File: config.mk
export PLATFORM = sky130hd
export DESIGN_NAME = spi_slave_frame_flat
export DESIGN_NICKNAME = d
export VERILOG_FILES = /design/src/rtl/spi_slave_frame_pkg.sv /design/src/rtl/spi_slave_frame_if.sv /design/src/rtl/spi_slave_frame_sync_edge.sv /design/src/rtl/spi_slave_frame.sv /design/src/flat_wrapper.sv
export SDC_FILE = /design/constraint.sdc
export NUM_CORES = 2
export LEC_CHECK = 0
export CELL_PAD_IN_SITES_DETAIL_PLACEMENT = 1
export CELL_PAD_IN_SITES_GLOBAL_PLACEMENT = 2
export CORE_MARGIN = 2
export CORE_UTILIZATION = 40
export DETAILED_ROUTE_END_ITERATION = 16
export MAX_ROUTING_LAYER = met4
export PLACE_DENSITY = 0.92
export SLEW_MARGIN = 20
export SYNTH_ARGS = -nofsm -noshare
export SYNTH_HDL_FRONTEND = slang
export SYNTH_SLANG_ARGS = --single-unit
File: constraint.sdc
create_clock -name clk -period 101.2 [get_ports clk]
set_input_delay 20.24 -clock clk [delete_from_list [all_inputs] [get_ports clk]]
set_output_delay 20.24 -clock clk [all_outputs]
set_load 0.01 [all_outputs]
File: src/rtl/spi_slave_frame_pkg.sv
// Shared types and defaults for the SPI frame slave.
// Defaults match the frame link driven by the team's SPI master.
package spi_pkg;

    typedef enum logic [1:0] {
        IDLE   = 2'd0,
        ACTIVE = 2'd1,
        FULL   = 2'd2
    } spi_slv_state_e;

    localparam int SPI_DEF_WIDTH   = 512;
    localparam int SPI_SYNC_STAGES = 2;

endpackage

File: src/rtl/spi_slave_frame_if.sv
// Serial line plus parallel register-bus side of the SPI frame slave.
// The slave modport is the view taken by spi_slave_frame.
interface spi_slave_frame_if
    import spi_pkg::*;
#(
    parameter int DATA_WIDTH = SPI_DEF_WIDTH
);
    logic                  sclk;
    logic                  ss_n;
    logic                  mosi;
    logic                  miso;
    logic                  miso_oe;
    logic [DATA_WIDTH-1:0] tx_data_i;
    logic [DATA_WIDTH-1:0] rx_data_o;
    logic                  rx_valid_o;
    logic                  busy_o;
    logic                  frame_err_o;
    logic                  overrun_o;

    modport slave (
        input  sclk, ss_n, mosi, tx_data_i,
        output miso, miso_oe, rx_data_o, rx_valid_o, busy_o, frame_err_o, overrun_o
    );

    modport master (
        output sclk, ss_n, mosi, tx_data_i,
        input  miso, miso_oe, rx_data_o, rx_valid_o, busy_o, frame_err_o, overrun_o
    );
endinterface

File: src/rtl/spi_slave_frame_sync_edge.sv
// Multi-flop synchronizer for one asynchronous line, with optional
// single-cycle rise/fall pulses taken from the synchronized level.
module spi_sync_edge
    import spi_pkg::*;
#(
    parameter int   SYNC_STAGES = SPI_SYNC_STAGES,
    parameter logic RESET_VAL   = 1'b0,
    parameter bit   EDGE_EN     = 1'b1
) (
    input  logic clk,
    input  logic rst,
    input  logic i_async,
    output logic o_sync,
    output logic o_rise,
    output logic o_fall
);

    logic [SYNC_STAGES-1:0] r_sync;

    // Flops reset to the idle line level so reset release creates no edge.
    always_ff @(posedge clk or posedge rst) begin
        if (rst) begin
            r_sync <= {SYNC_STAGES{RESET_VAL}};
        end else begin
            r_sync <= {r_sync[SYNC_STAGES-2:0], i_async};
        end
    end

    assign o_sync = r_sync[SYNC_STAGES-1];

    generate
        if (EDGE_EN) begin : g_edge
            logic r_last;

            always_ff @(posedge clk or posedge rst) begin
                if (rst) begin
                    r_last <= RESET_VAL;
                end else begin
                    r_last <= o_sync;
                end
            end

            assign o_rise = o_sync & ~r_last;
            assign o_fall = ~o_sync & r_last;
        end else begin : g_noEdge
            assign o_rise = 1'b0;
            assign o_fall = 1'b0;
        end
    endgenerate

endmodule

File: src/rtl/spi_slave_frame.sv
// SPI mode-0 frame slave: oversamples sclk in the clk domain, receives one
// DATA_WIDTH-bit MSB-first frame per select and shifts a response out on miso.
module spi_slave_frame
    import spi_pkg::*;
#(
    parameter int DATA_WIDTH  = SPI_DEF_WIDTH,
    parameter int SYNC_STAGES = SPI_SYNC_STAGES
) (
    input  logic              clk,
    input  logic              rst,
    spi_slave_frame_if.slave  bus
);

    localparam int CNT_W = $clog2(DATA_WIDTH + 1);

    spi_slv_state_e r_state;
    spi_slv_state_e w_nextState;

    logic                  w_sclkRise;
    logic                  w_sclkFall;
    logic                  w_ssRise;
    logic                  w_ssFall;
    logic                  w_mosiSync;

    logic [DATA_WIDTH-1:0] r_txShift;
    logic [DATA_WIDTH-1:0] r_rxShift;
    logic [DATA_WIDTH-1:0] r_rxData;
    logic [CNT_W-1:0]      r_count;
    logic                  r_miso;
    logic                  r_rxValid;
    logic                  r_frameErr;
    logic                  r_overrun;

    spi_sync_edge #(
        .SYNC_STAGES (SYNC_STAGES),
        .RESET_VAL   (1'b0),
        .EDGE_EN     (1'b1)
    ) u_sclkSync (
        .clk     (clk),
        .rst     (rst),
        .i_async (bus.sclk),
        .o_sync  (),
        .o_rise  (w_sclkRise),
        .o_fall  (w_sclkFall)
    );

    spi_sync_edge #(
        .SYNC_STAGES (SYNC_STAGES),
        .RESET_VAL   (1'b1),
        .EDGE_EN     (1'b1)
    ) u_ssSync (
        .clk     (clk),
        .rst     (rst),
        .i_async (bus.ss_n),
        .o_sync  (),
        .o_rise  (w_ssRise),
        .o_fall  (w_ssFall)
    );

    // mosi shares the sclk pipeline depth, so it is aligned with w_sclkRise.
    spi_sync_edge #(
        .SYNC_STAGES (SYNC_STAGES),
        .RESET_VAL   (1'b0),
        .EDGE_EN     (1'b0)
    ) u_mosiSync (
        .clk     (clk),
        .rst     (rst),
        .i_async (bus.mosi),
        .o_sync  (w_mosiSync),
        .o_rise  (),
        .o_fall  ()
    );

    always_ff @(posedge clk or posedge rst) begin
        if (rst) begin
            r_state <= IDLE;
        end else begin
            r_state <= w_nextState;
        end
    end

    // ss_rise takes priority over any sclk edge seen in the same cycle.
    always_comb begin
        w_nextState = r_state;
        case (r_state)
            IDLE: begin
                if (w_ssFall) begin
                    w_nextState = ACTIVE;
                end
            end
            ACTIVE: begin
                if (w_ssRise) begin
                    w_nextState = IDLE;
                end else if (w_sclkRise && (r_count == CNT_W'(DATA_WIDTH - 1))) begin
                    w_nextState = FULL;
                end
            end
            FULL: begin
                if (w_ssRise) begin
                    w_nextState = IDLE;
                end
            end
            default: begin
                w_nextState = IDLE;
            end
        endcase
    end

    always_ff @(posedge clk or posedge rst) begin
        if (rst) begin
            r_txShift  <= '0;
            r_rxShift  <= '0;
            r_rxData   <= '0;
            r_count    <= '0;
            r_miso     <= 1'b0;
            r_rxValid  <= 1'b0;
            r_frameErr <= 1'b0;
            r_overrun  <= 1'b0;
        end else begin
            r_rxValid  <= 1'b0;
            r_frameErr <= 1'b0;
            case (r_state)
                IDLE: begin
                    if (w_ssFall) begin
                        r_txShift <= bus.tx_data_i;
                        r_miso    <= bus.tx_data_i[DATA_WIDTH-1];
                        r_count   <= '0;
                        r_overrun <= 1'b0;
                    end
                end
                ACTIVE: begin
                    if (w_ssRise) begin
                        r_frameErr <= 1'b1;
                        r_miso     <= 1'b0;
                    end else if (w_sclkRise) begin
                        r_rxShift <= {r_rxShift[DATA_WIDTH-2:0], w_mosiSync};
                        r_count   <= r_count + CNT_W'(1);
                    end else if (w_sclkFall) begin
                        r_txShift <= {r_txShift[DATA_WIDTH-2:0], 1'b0};
                        r_miso    <= r_txShift[DATA_WIDTH-2];
                    end
                end
                FULL: begin
                    // Receive shift and count are frozen; extra clocks only flag overrun.
                    if (w_ssRise) begin
                        r_rxData  <= r_rxShift;
                        r_rxValid <= 1'b1;
                        r_miso    <= 1'b0;
                    end else if (w_sclkRise) begin
                        r_overrun <= 1'b1;
                    end else if (w_sclkFall) begin
                        r_miso <= 1'b0;
                    end
                end
                default: begin
                end
            endcase
        end
    end

    always_comb begin
        bus.busy_o  = (r_state != IDLE);
        bus.miso_oe = (r_state != IDLE);
    end

    assign bus.miso        = r_miso;
    assign bus.rx_data_o   = r_rxData;
    assign bus.rx_valid_o  = r_rxValid;
    assign bus.frame_err_o = r_frameErr;
    assign bus.overrun_o   = r_overrun;

endmodule
File: src/flat_wrapper.sv
// flat-port wrapper written by rule: the top's interface ports become plain ports
module spi_slave_frame_flat import spi_pkg::*;
#(
    parameter int DATA_WIDTH  = SPI_DEF_WIDTH,
    parameter int SYNC_STAGES = SPI_SYNC_STAGES
)
  (clk, rst, bus_sclk, bus_ss_n, bus_mosi, bus_tx_data_i, bus_miso, bus_miso_oe, bus_rx_data_o, bus_rx_valid_o, bus_busy_o, bus_frame_err_o, bus_overrun_o);
  spi_slave_frame_if #(.DATA_WIDTH(DATA_WIDTH)) bus_i ();
  input  logic clk;
  input  logic rst;
  input wire logic [$bits(bus_i.sclk)-1:0] bus_sclk;
  input wire logic [$bits(bus_i.ss_n)-1:0] bus_ss_n;
  input wire logic [$bits(bus_i.mosi)-1:0] bus_mosi;
  input wire logic [$bits(bus_i.tx_data_i)-1:0] bus_tx_data_i;
  output wire logic [$bits(bus_i.miso)-1:0] bus_miso;
  output wire logic [$bits(bus_i.miso_oe)-1:0] bus_miso_oe;
  output wire logic [$bits(bus_i.rx_data_o)-1:0] bus_rx_data_o;
  output wire logic [$bits(bus_i.rx_valid_o)-1:0] bus_rx_valid_o;
  output wire logic [$bits(bus_i.busy_o)-1:0] bus_busy_o;
  output wire logic [$bits(bus_i.frame_err_o)-1:0] bus_frame_err_o;
  output wire logic [$bits(bus_i.overrun_o)-1:0] bus_overrun_o;
  assign bus_i.sclk = bus_sclk;
  assign bus_i.ss_n = bus_ss_n;
  assign bus_i.mosi = bus_mosi;
  assign bus_i.tx_data_i = bus_tx_data_i;
  assign bus_miso = bus_i.miso;
  assign bus_miso_oe = bus_i.miso_oe;
  assign bus_rx_data_o = bus_i.rx_data_o;
  assign bus_rx_valid_o = bus_i.rx_valid_o;
  assign bus_busy_o = bus_i.busy_o;
  assign bus_frame_err_o = bus_i.frame_err_o;
  assign bus_overrun_o = bus_i.overrun_o;
  spi_slave_frame #(.DATA_WIDTH(DATA_WIDTH), .SYNC_STAGES(SYNC_STAGES)) u_core (.clk(clk), .rst(rst), .bus(bus_i));
endmodule
======== Word-level counts from Yosys, hierarchy flattened ========
Cells that the tools add are included.
storage, ports and cells
  register bits ........................... 1559
  bits of input ports ..................... 517
  output and inout port bits .............. 518
operators by class
  eq/ne operators ......................... 16
  multiplexer cells ....................... 29
  reductions and logical operators ........ 13
  bitwise gates (word level) .............. 9
  $add $sub $neg .......................... 1
operators by type and width
  operator                                                          number
  511-bit 2-to-1 mux                                                4
  511-bit one-hot mux with 2 select lines                           1
  10-bit 2-to-1 mux                                                 3
  10-bit one-hot mux with 2 select lines                            1
  1-bit 2-to-1 mux                                                  13
  2-bit != test, second input constant                              6
  3-bit != test, second input constant                              4
  10-bit by 1-bit adder with 10-bit output, second input constant   1
  10-bit by 9-bit == test with 1-bit output, second input constant  1
  2-bit 2-to-1 mux                                                  4
  4-bit AND reduction                                               2
  2-bit one-hot mux with 3 select lines                             1
  3-bit AND reduction                                               2
  6-bit AND reduction                                               1
  2-bit nonzero test                                                3
  1-bit NOT                                                         5
  5-bit AND reduction                                               1
  1-bit AND                                                         4
  2-bit by 1-bit != test with 1-bit output, second input constant   2
  3-bit by 2-bit != test with 1-bit output, second input constant   1
  1-bit one-hot mux with 3 select lines                             1
  3-bit nonzero test                                                1
  2-bit by 1-bit == test with 1-bit output, second input constant   1
  2-bit == test, second input constant                              1
  other kinds (4)                                                   4

======== Logic depth before layout (Yosys ltp) ========
  depth in word-level cells ............... 6
  depth in mapped cells ................... 10
  gate-level depth less buffers ........... 6

======== By module ========
Synthesis repeated with hierarchy kept, for this count alone.
unflattened totals
  cells, all modules ...................... 5576
  area total of the unflattened synthesis .. 62525.0 sq um
modules (own cells, without submodules)
  module                             times used  area each (sq um)  seq. area each (sq um)  cells each
  spi_slave_frame                    1           62261.0            38812.2                 5558
  spi_sync_edge (u_core.u_ssSync)    1           97.6               78.8                    6
  spi_sync_edge (u_core.u_sclkSync)  1           93.8               75.1                    6
  spi_sync_edge (u_core.u_mosiSync)  1           72.6               50.0                    6

======== Worst setup path before layout ========
No wires, ideal clock.
  path kind ............................... register to output
  start point ............................. register u_core.r_state[0]
  end point ............................... output bus_miso_oe
  path buffers ............................ 2
  path slack .............................. 79907 ps
  arrival time ............................ 1053 ps
  stages on the path, launching flop included .. 6
  cells stage by stage .................... dfrtp_1 -> inv_1 -> ha_1 -> buf_4 -> inv_1 -> buf_4
on the way
  longest elaborated chain between the ends .. 1
ends and longest elaborated chain
  item                    line                   source
  from (decl)             spi_slave_frame.sv:16  spi_slv_state_e r_state;
  from (signal assigned)  spi_slave_frame.sv:78  r_state <= w_nextState;
  2-bit nonzero test      --
  to (decl)               flat_wrapper.sv:16     output wire logic [$bits(bus_i.miso_oe)-1:0] bus_miso_oe;
No other way between the ends.

==> results by group <==
Worst setup path
  • CP max FO: 156
  • Worst endpoint required time: 101.97 ns
  • CP arrival: 25.68 ns
  • Critical path endpoint category: asynchronous set/reset pin
  • R2r startpoint: u_core.r_state[1]$_DFFE_PP0P_
  • Reg2Reg Setup Slack: 93.27 ns
  • Reg-to-reg endpoint: u_core.r_txShift[131]$_DFFE_PP0P_
  • Worst r2r path cells: 11
  • Crit path buffers/inverters: 7
  • Crit start category: input port
  • Setup CP Type: in2async
  • Max stage delay on crit path: 0.91 ns
  • Crit. path cell count: 7
  • CP delay by family, top: buffers and inverters
  • Crit path max-delay cell type: buf_4
  • Crit-path most repeated cell: buf_4
  • CP cell instances: clkdlybuf4s50_1 -> clkinv_8 -> buf_4 -> buf_4 -> buf_4 -> buf_4 -> buf_4

Placed design
  • Input/output buffers: 1034
  • DP HPWL: 128 mm
  • Routability cong.: 0.874
  • Placed cells: 8005
  • DP Area: 0.0781 mm²

Clock tree
  • TritonCTS clock tree: built
  • Post-cts sizing count: 0
  • Later-pin clock latency in the skew report: 0.82 ns
  • CTS Hold Bufs: 0
  • Clock buffer count from CTS: 169
  • Max Root-Sink Buffers: 3
  • Clk slew on worst S/H paths: 0.06 ns
  • CTS Sinks: 1559
  • Post-CTS Setup Bufs: 0
  • Clock Tree Root: clkbuf_16
  • H-tree lvl count: 4

Synthesis
  • Leading post-synthesis cells by cell area: dfrtp_1 59%, mux2_4 11%, mux2_1 9.0%, nand2_1 8.7%, mux2_2 8.6%
  • #FFs+latches synth: 1559
  • Asr flop ratio synth: 100%
  • Synthesized area per cell: 13.3 µm²
  • Distinct cells, synth: 41
  • Most instantiated cells after synthesis: 1556 x dfrtp_1, 1549 x nand2_1, 533 x mux2_1
  • Syn Nets: 5537
  • Post-synth top area cell: dfrtp_1
  • Post-Syn Instances: 5016
  • Number of synthesis warnings: 0
  • Number of synthesized flops with an enable pin: 0
  • Post-synthesis sequential area ratio: 58.7%
  • Count leader, synth: dfrtp_1
  • Netlist Area Pre-Place: 0.0665 mm²
  • Synth top area share: 58.6%
  • Post-synth top flop: dfrtp_1

Die
  • Starting density of the core: 40.3%
  • Chip Height: 412 µm
  • # IOs: 1035
  • Core area: 0.165 mm²
  • Die area: 0.170 mm²
  • Rows: 149
  • Die width: 412 µm

Timing
  • Least-Margin Pin Slew: 1.18 ns
  • Final min period: 24.91 ns
  • Hold Vio Cnt, Final: 0
  • Total negative slack: 0 ns
  • Slew headroom: 21.4%
  • Final period utilization: 24.6%
  • Fin Hold WS: 0.357 ns
  • RSZ-0062 raised after global routing: no
  • Fmax: 0.0401 GHz
  • Slew Viols, Final: 0
  • Clock Skews: 0.0351 ns
  • Final setup violation count: 0

Routing
  • Drt pass-1 iters: 5
  • Avg Vias per Cell: 4.99
  • Routed vias: 41988
  • DR iter-0 viols: 2510
  • Drt drc: 0
  • Post-route ant nets: 0
  • Overall routed net length: 194 mm
  • Avg WL per Cell: 23.1 µm

Flow run
  • Max Cap Viol: 0

Global routing
  • Largest net degree at the start of global routing: 194
  • Number of global-route vias before repair: 46608
  • Global route overflow: 0
  • First-pass GRT wire length: 284 mm
  • Initial antenna violation count: 75
  • GRT Overall Usage: 22.4%

Power
  • Worst IR drop on VDD: 0.0172 mV
  • Pleak: 41.8 nW
  • Power Density: 23.2 mW/mm²

Cells and area
  • Design area: 0.0839 mm²
  • Layout area overhead: 26.2%
  • Final #Nets: 6509
  • Share of layout cells above drive strength 1: 21.5%
  • Fill cell count: 16659
  • Final Non-Filler Cells: 8407

Hold path
  • Worst hold endpoint: u_core.u_mosiSync.r_sync[1]$_DFF_PP0_
  • Worst hold stages: 0
  • Min-Delay Startpoint: u_core.u_mosiSync.r_sync[0]$_DFF_PP0_
  • Hold Crit Class: reg2reg

Outcome
  • Status: finished, final reports clean
-- final cells by class --
cell class              count  area, µm²  share of cell area (%)
inverters                   6       42.5                  0.0507
flip-flops and latches   1559      39000                    46.5
multi-input cells        3165      25500                    30.4
repair buffers           1087      10800                    12.9
clock buffers             267       5080                    6.05
well taps                2189       2740                    3.26
diodes                     97        243                   0.289
clock inverters            37        444                   0.529
-- cell families (layout without fill, tap and decap cells) --
logic type	count (synthesis)	after routing	share of synthesized area, %
and+or+nand+nor	1591	1591	9.12
DFF	1559	1559	58.7
muxes	1540	1540	28.8
buffers and inverters	292	1397	2.99
AOI/OAI and AO/OA	30	30	0.310
adders and majority gates	4	4	0.0753
other	0	97	0
-- per-stage QoR --
stage / power (mW) / setup WS, ns / utilization, %
6_report: 1.95 / 76.29 / 50.9
5_1_grt: 2.03 / 75.59 / 50.9
4_1_cts: 1.95 / 75.97 / 50.7
3_5_place_dp: 1.32 / 75.10 / 47.3
3_3_place_gp: 1.29 / 75.21 / 47.3
2_1_floorplan: 1.23 / 36.98 / -
-- worst max-delay path by stage --
stage | slack [ns] | endpoint | startpoint
4_1_cts | 75.97 | u_core.r_txShift[259]$_DFFE_PP0P_ | rst
5_1_grt | 75.59 | u_core.bus.rx_data_o[204]$_DFFE_PP0P_ | rst
3_3_place_gp | 75.21 | u_core.r_txShift[12]$_DFFE_PP0P_ | rst
6_report | 76.29 | u_core.bus.rx_data_o[204]$_DFFE_PP0P_ | rst
2_1_floorplan | 36.98 | u_core.bus.frame_err_o$_DFF_PP0_ | rst
3_5_place_dp | 75.10 | u_core.r_txShift[12]$_DFFE_PP0P_ | rst
-- report_power, final --
group	leakage (nW)	switching [mW]	internal, mW	total [mW]
clock	2.70	0.261	0.355	0.617
sequential	20.6	0.0747	0.735	0.809
combinational	18.5	0.189	0.332	0.521
-- layer usage --
layer	GRT usage (%)	up-vias	wire, µm
li1	-	18774	-
met1	24.9	21796	74400
met2	37.4	1026	97400
met3	6.24	392	12000
met4	10.3	0	10100
met5	-	-	0
-- cell usage in the layout (no fill, tap or decap), types with 4 or more instances in the layout --
cell	count
a21oi_1	9
mux2_4	490
nor2b_1	7
clkbuf_8	44
mux2_1	533
dfrtp_1	1556
clkinv_8	5
inv_1	4
clkbuf_16	171
nand2_1	1548
mux2i_1	7
bufinv_16	4
buf_4	48
o21ai_1	5
inv_6	5
clkinv_2	15
nand2b_1	7
clkbuf_1	52
diode_2	97
nand3_1	10
clkdlybuf4s50_1	1034
mux2_2	510
-- sequential cells by signal (all words and copies together), names as in the netlist, 2 cells and up --
name                      flops
u_core.u_ssSync.r_sync        2
u_core.u_mosiSync.r_sync      2
u_core.r_count               10
u_core.r_rxShift            512
u_core.u_sclkSync.r_sync      2
u_core.r_state                2
u_core.r_txShift            511
u_core.bus.rx_data_o        512
No activity file was read; power rests on OpenSTA's default activity.
